[src/rtl/dmem_access_ctrl.sv]
// Data-memory access controller: turns MEM-stage loads/stores into a req/gnt/rvalid bus handshake.
// Optional watchdog abort is enabled by defining DMEM_TIMEOUT_EN.
module dmem_access_ctrl #(
    parameter int TIMEOUT_CYCLES = 64
) (
    input  logic        clk,
    input  logic        reset,
    input  logic        mem_read,
    input  logic        mem_write,
    input  logic [31:0] mem_addr,
    input  logic [31:0] mem_wdata,
    input  logic [3:0]  mem_be,
    output logic        mem_stall,
    output logic        mem_done,
    output logic [31:0] mem_rdata,
    output logic        bus_error,
    output logic        bus_req,
    output logic        bus_we,
    output logic [31:0] bus_addr,
    output logic [31:0] bus_wdata,
    output logic [3:0]  bus_be,
    input  logic        bus_gnt,
    input  logic        bus_rvalid,
    input  logic [31:0] bus_rdata
);

    typedef enum logic [1:0] {IDLE, REQ, WAIT, DONE} state_t;

    state_t state;
    logic   mem_request;
    logic   req_complete;
    logic   timeout;
    logic   abort;

    assign mem_request  = mem_read | mem_write;
    assign req_complete = bus_gnt & (bus_we | bus_rvalid);
    assign abort        = timeout & (((state == REQ) & ~req_complete) |
                                     ((state == WAIT) & ~bus_rvalid));

`ifdef DMEM_TIMEOUT_EN
    localparam int CNT_W = $clog2(TIMEOUT_CYCLES);

    logic [CNT_W-1:0] cnt;
    logic             err_flag;

    assign timeout   = (cnt == CNT_W'(TIMEOUT_CYCLES - 1));
    assign bus_error = err_flag;

    always_ff @(posedge clk or posedge reset) begin
        if (reset) begin
            cnt      <= '0;
            err_flag <= 1'b0;
        end else begin
            if (state == IDLE && mem_request) begin
                cnt <= '0;
            end else if (state == REQ || state == WAIT) begin
                cnt <= cnt + 1'b1;
            end
            if (abort) begin
                err_flag <= 1'b1;
            end
        end
    end
`else
    // The timeout length only matters when the watchdog is built in.
    logic unused_timeout;
    assign unused_timeout = (TIMEOUT_CYCLES > 0);
    assign timeout        = 1'b0;
    assign bus_error      = 1'b0;
`endif

    // Stall asserts in the request cycle itself so the pipeline freezes before the bus is granted.
    assign mem_stall = ~reset & (((state == IDLE) & mem_request) |
                                 (state == REQ) | (state == WAIT));
    assign mem_done  = (state == DONE);
    assign bus_req   = (state == REQ);

    always_ff @(posedge clk or posedge reset) begin
        if (reset) begin
            state     <= IDLE;
            bus_we    <= 1'b0;
            bus_addr  <= '0;
            bus_wdata <= '0;
            bus_be    <= '0;
            mem_rdata <= '0;
        end else begin
            case (state)
                IDLE: begin
                    if (mem_request) begin
                        bus_we    <= mem_write;
                        bus_addr  <= mem_addr;
                        bus_wdata <= mem_wdata;
                        bus_be    <= mem_be;
                        state     <= REQ;
                    end
                end
                REQ: begin
                    if (abort) begin
                        mem_rdata <= '0;
                        state     <= DONE;
                    end else if (bus_gnt) begin
                        if (bus_we) begin
                            state <= DONE;
                        end else if (bus_rvalid) begin
                            mem_rdata <= bus_rdata;
                            state     <= DONE;
                        end else begin
                            state <= WAIT;
                        end
                    end
                end
                WAIT: begin
                    if (abort) begin
                        mem_rdata <= '0;
                        state     <= DONE;
                    end else if (bus_rvalid) begin
                        mem_rdata <= bus_rdata;
                        state     <= DONE;
                    end
                end
                // The completing instruction is still on mem_read/mem_write here; it must not re-issue.
                DONE: begin
                    state <= IDLE;
                end
                default: begin
                    state <= IDLE;
                end
            endcase
        end
    end

endmodule

[config.mk]
export PLATFORM = sky130hd
export DESIGN_NAME = dmem_access_ctrl
export DESIGN_NICKNAME = d
export VERILOG_FILES = /design/src/rtl/dmem_access_ctrl.sv
export SDC_FILE = /design/constraint.sdc
export NUM_CORES = 1
export LEC_CHECK = 0
export BUFFER_PORTS_ARGS = -buffer_cell sky130_fd_sc_hd__clkbuf_2
export CAP_MARGIN = 20
export CORE_MARGIN = 10
export CORE_UTILIZATION = 48
export DETAILED_ROUTE_END_ITERATION = 10
export GPL_TIMING_DRIVEN = 1
export PLACE_DENSITY = 0.95
export SYNTH_ARGS = -nofsm -noshare
export SYNTH_HDL_FRONTEND = slang
export SYNTH_SLANG_ARGS = --single-unit
[constraint.sdc]
create_clock -name clk -period 7.9 [get_ports clk]
set_input_delay 1.185 -clock clk [delete_from_list [all_inputs] [get_ports clk]]
set_output_delay 1.185 -clock clk [all_outputs]
set_load 0.05 [all_outputs]
; Word-level counts from Yosys, hierarchy flattened
; Index checks and enable logic that the tools add are counted.
[totals]
register_bits = 103
output_inout_bits = 105
[classes]
n_eq_ne = 7
n_mux = 10
bitwise_logic = 6
n_reduce_logical = 5
[ops]
columns = operator, count
row1 = two-way mux 32 bit, 3
row2 = one-hot mux 32 bit (2 select lines), 1
row3 = one-hot mux 2 bit (4 select lines), 1
row4 = two-way mux 2 bit, 3
row5 = inequality test 2 bit (second input constant), 3
row6 = AND reduction 3 bit, 2
row7 = equality test 2 bit (second input constant), 2
row8 = OR 1 bit, 3
row9 = bitwise AND 1 bit, 2
row10 = equality test 2 x 1 -> 1 bit (second input constant), 1
row11 = logical NOT 2 bit, 1
row12 = two-way mux 1 bit, 2
row13 = inequality test 2 x 1 -> 1 bit (second input constant), 1
row14 = AND reduction 2 bit, 1
row15 = nonzero test 2 bit, 1
row16 = inverter 1 bit, 1

; Logic depth before layout (Yosys ltp)
[logic_depth]
ltp_word = 5
ltp_mapped = 6
depth_no_buf = 5

; Least setup slack after synthesis
; OpenSTA, ideal clock, no wires.
[synth_timing]
kind = input-to-output
from = in mem_write
to = out mem_stall
t_arrival_ps = 2217
t_required_ps = 6715
slack_ps = 4498
cell_stages = 3
path_buffers = 1
path_cell_list = o21ai_2 -> buf_4 -> a21oi_1
[synth_via]
elab_chain_cells = 5
[synth_rtl]
columns = item, line
row1 = start: declaration, 9  ; input logic mem_write,
row2 = OR 1 bit, 35  ; assign mem_request = mem_read | mem_write;
row3 = bitwise AND 1 bit, 73  ; assign mem_stall = ~reset & (((state == IDLE) & mem_request) |
row4 = OR 1 bit, 73
row5 = OR 1 bit, 74  ; (state == REQ) | (state == WAIT));
row6 = bitwise AND 1 bit, 73
row7 = end: declaration, 13  ; output logic mem_stall,
; No other way between the ends.

; Worst setup path in the final report
; Ends and elaborated chain as after synthesis.

==> metrics.md <==
| Metric | Value |
|---|---|
| GRT Total Usage | `~16%` |
| Highest-count cells in the layout ignoring fill and taps | `209 x clkbuf_2, 103 x dfrtp_1, 99 x mux2_2` |
| Most common cell after layout, fill and taps aside | `clkbuf_2` |
| Vias | `2734` |
| Maximum clock insertion buffer count | `2` |
| Unique masters post-synth | `20` |
| DRT Pass-1 Iters | `4` |
| Hold WC Path Type | `flop to flop` |
| # H-tree levels | `3` |
| TritonCTS clock tree | `yes` |
| Vias in the first global route | `3185` |
| CP delay by family, top | `buffers and inverters` |
| Startpoint Class | `primary input` |
| Die X-Extent | `about 110 um` |
| Met3 global-route usage | `between 8 and 9%` |
| Pin count of the biggest net entering global routing | `between 70 and 80` |
| Most used cell, CP | `clkbuf_2` |
| GR Util met1 | `between 10% and 20%` |
| Mapped Cells | `around 240` |
| Clk_lat worst skew | `around 0.36 ns` |
| Initial antenna violation count | `0` |
| Crit path buf inv count | `3` |
| Avg Vias per Cell | `~4.8` |
| FF+latch count, synth | `between 100 and 150` |
| Relative slew slack | `34.41%` |
| Post-Route WL | `about 10000 um` |
| Crit path max fanout | `70` |
| Tightest Pin Transition | `around 0.98 ns` |
| Syn Nets | `~360` |
| Critical Path Max Stage Delay | `~0.65 ns` |
| Die H | `~110 um` |
| Clock skew | `0.01284 ns` |
| Setup-failing EPs final | `0` |
| Row count | `33` |
| Ports | `211` |
| CTS buffer count | `9` |
| Filler instances | `~630` |
| Slowest CP cell | `buf_4` |
| Mapped Area | `around 0.0040 mm^2` |
| Avg WL per Cell | `~18 um` |
| CTS Sinks | `slightly above 100` |
| Crit Path Category | `primary input to output pin` |
| Root Driver | `clkbuf_8` |
| Die ar. | `0.01243 mm^2` |
| Port Buffers | `between 200 and 250` |
| GR Overflow Total | `0` |
| Fmax | `about 0.26 GHz` |
| Max_cap viols | `0` |
| Register clock-pin slew on the reported worst setup and hold paths | `around 0.10 ns` |
| Status | `completed` |
| Period utilization | `between 40 and 50%` |
| Hold Fails Final Rpt | `0` |
| Crit path DAT | `roughly 2.6 ns` |
| Initial Util | `around half` |
| Post-synthesis sequential area ratio | `approximately 64%` |
| Pins Over Slew Limit | `0` |
| Core area | `0.008175 mm^2` |
| Met2 usage | `27.82%` |
| Initial DRC count | `a little over 90` |
| Post-CTS Hold Fix Bufs | `0` |
| Setup bufs post-CTS | `0` |
| Post-CTS resize count | `0` |
| First-pass GRT wire length | `roughly 16000 um` |
| # diodes | `0` |
| Synth warnings | `0` |
| CP cell instances | `clkbuf_2 -> o21ai_4 -> buf_4 -> a21oi_1 -> clkbuf_2` |
| Synth-to-layout area growth | `32.53%` |
| Final net count | `566` |
| Min Tclk post-route | `approximately 3.8 ns` |
| Post-Syn Area per Cell | `16.54 um^2` |
| Setup TNS | `0 ns` |
| Post-route DRC violation count | `0` |
| Busiest grt layer | `met2` |
| Dpl hpwl | `~8300 um` |
| Worst EP required | `between 6 and 7 ns` |
| DRT antenna net count | `0` |
| Type of destination of the critical path | `output pin` |
| Proportion of layout cells with a drive suffix above 1 | `71.46%` |
| RSZ-0062 raised after global routing | `no` |
| GP Congestion | `0.7531` |
## layer usage
metal	part of all wire (%)	vias up	wire [um]
met5	0	-	0
li1	-	1264	-
met1	36	1326	3660
met2	53	128	5366
met3	9.9	16	1006
met4	1.7	0	169
## kinds of logic after synthesis
group | after synthesis | share of synthesized area, %
flops | 103 | 64.13
mux | 101 | 28.30
buf+inv | 14 | 2.615
simple gates | 11 | 1.432
compound gates | 7 | 1.557
fa+ha+maj | 6 | 1.868
other cells | 1 | 0.09331
## flip-flops by register name, indices dropped and copies added, names as in the netlist
name       count
bus_addr      32
bus_be         4
bus_wdata     32
bus_we         1
mem_rdata     32
state          2
## synth_stat cells, drive strengths merged
library cell	n	share of area, %
a2111oi	1	0.22
a211oi	1	0.19
a21oi	2	0.53
a2bb2oi	1	0.22
buf	11	2.3
conb	1	0.093
dfrtp	103	64
ha	6	1.9
inv	3	0.28
mux2	101	28
nand2	4	0.37
nand2b	1	0.34
nor2	3	0.28
nor2b	2	0.31
nor3	1	0.12
o21a	1	0.19
o21ai	1	0.22
## stage by stage
stage	std cells	hold slack, ns	worst slack, ns	util [%]	cell area [um^2]
final	564	0.5099	4.123	65.15	5326
after global routing	564	0.5237	4.026	65.15	5326
after CTS	564	0.5098	4.129	65.15	5326
after detailed placement	548	0.4877	4.127	62.72	5127
after global placement	548	0.4698	4.159	62.72	5127
after floorplan	243	0.5557	4.011	-	4019
## layout make-up
type	instances	area [um^2]	share of cell area [%]
multi-input combinational	126	1344	25.23
timing repair buffer	211	1061	19.92
inverter	3	13.76	0.2584
clock inverter	4	53.80	1.010
tap	105	131.4	2.467
sequential	103	2577	48.39
clock buffer	12	145.1	2.725
## worst paths after layout
path	from	end	slack, ns	cells after the start
max	mem_write	mem_stall	4.12	5
min	mem_rdata[15]	mem_rdata[15]	0.51	1
max reg2reg	state[0]	mem_rdata[2]	5.63	5
min reg2reg	mem_rdata[15]	mem_rdata[15]	0.51	1
max in group asynchronous	reset	bus_addr[17]	5.88	3
min in group asynchronous	reset	bus_wdata[0]	0.85	2
## worst reg2reg max path, delay by kind of cell, from the launching register on
| family | cells | cell delay (ns) |
|---|---|---|
| AOI/OAI and AO/OA | 1 | 0.75 |
| buffers and inverters | 1 | 0.12 |
| DFF | 1 | 0.44 |
| and+or+nand+nor | 1 | 0.09 |
| adders and majority gates | 1 | 0.32 |
| muxes | 1 | 0.44 |
Power is not shown: default switching activity piles up to over one toggle a cycle in this logic, so the estimate is an artifact.
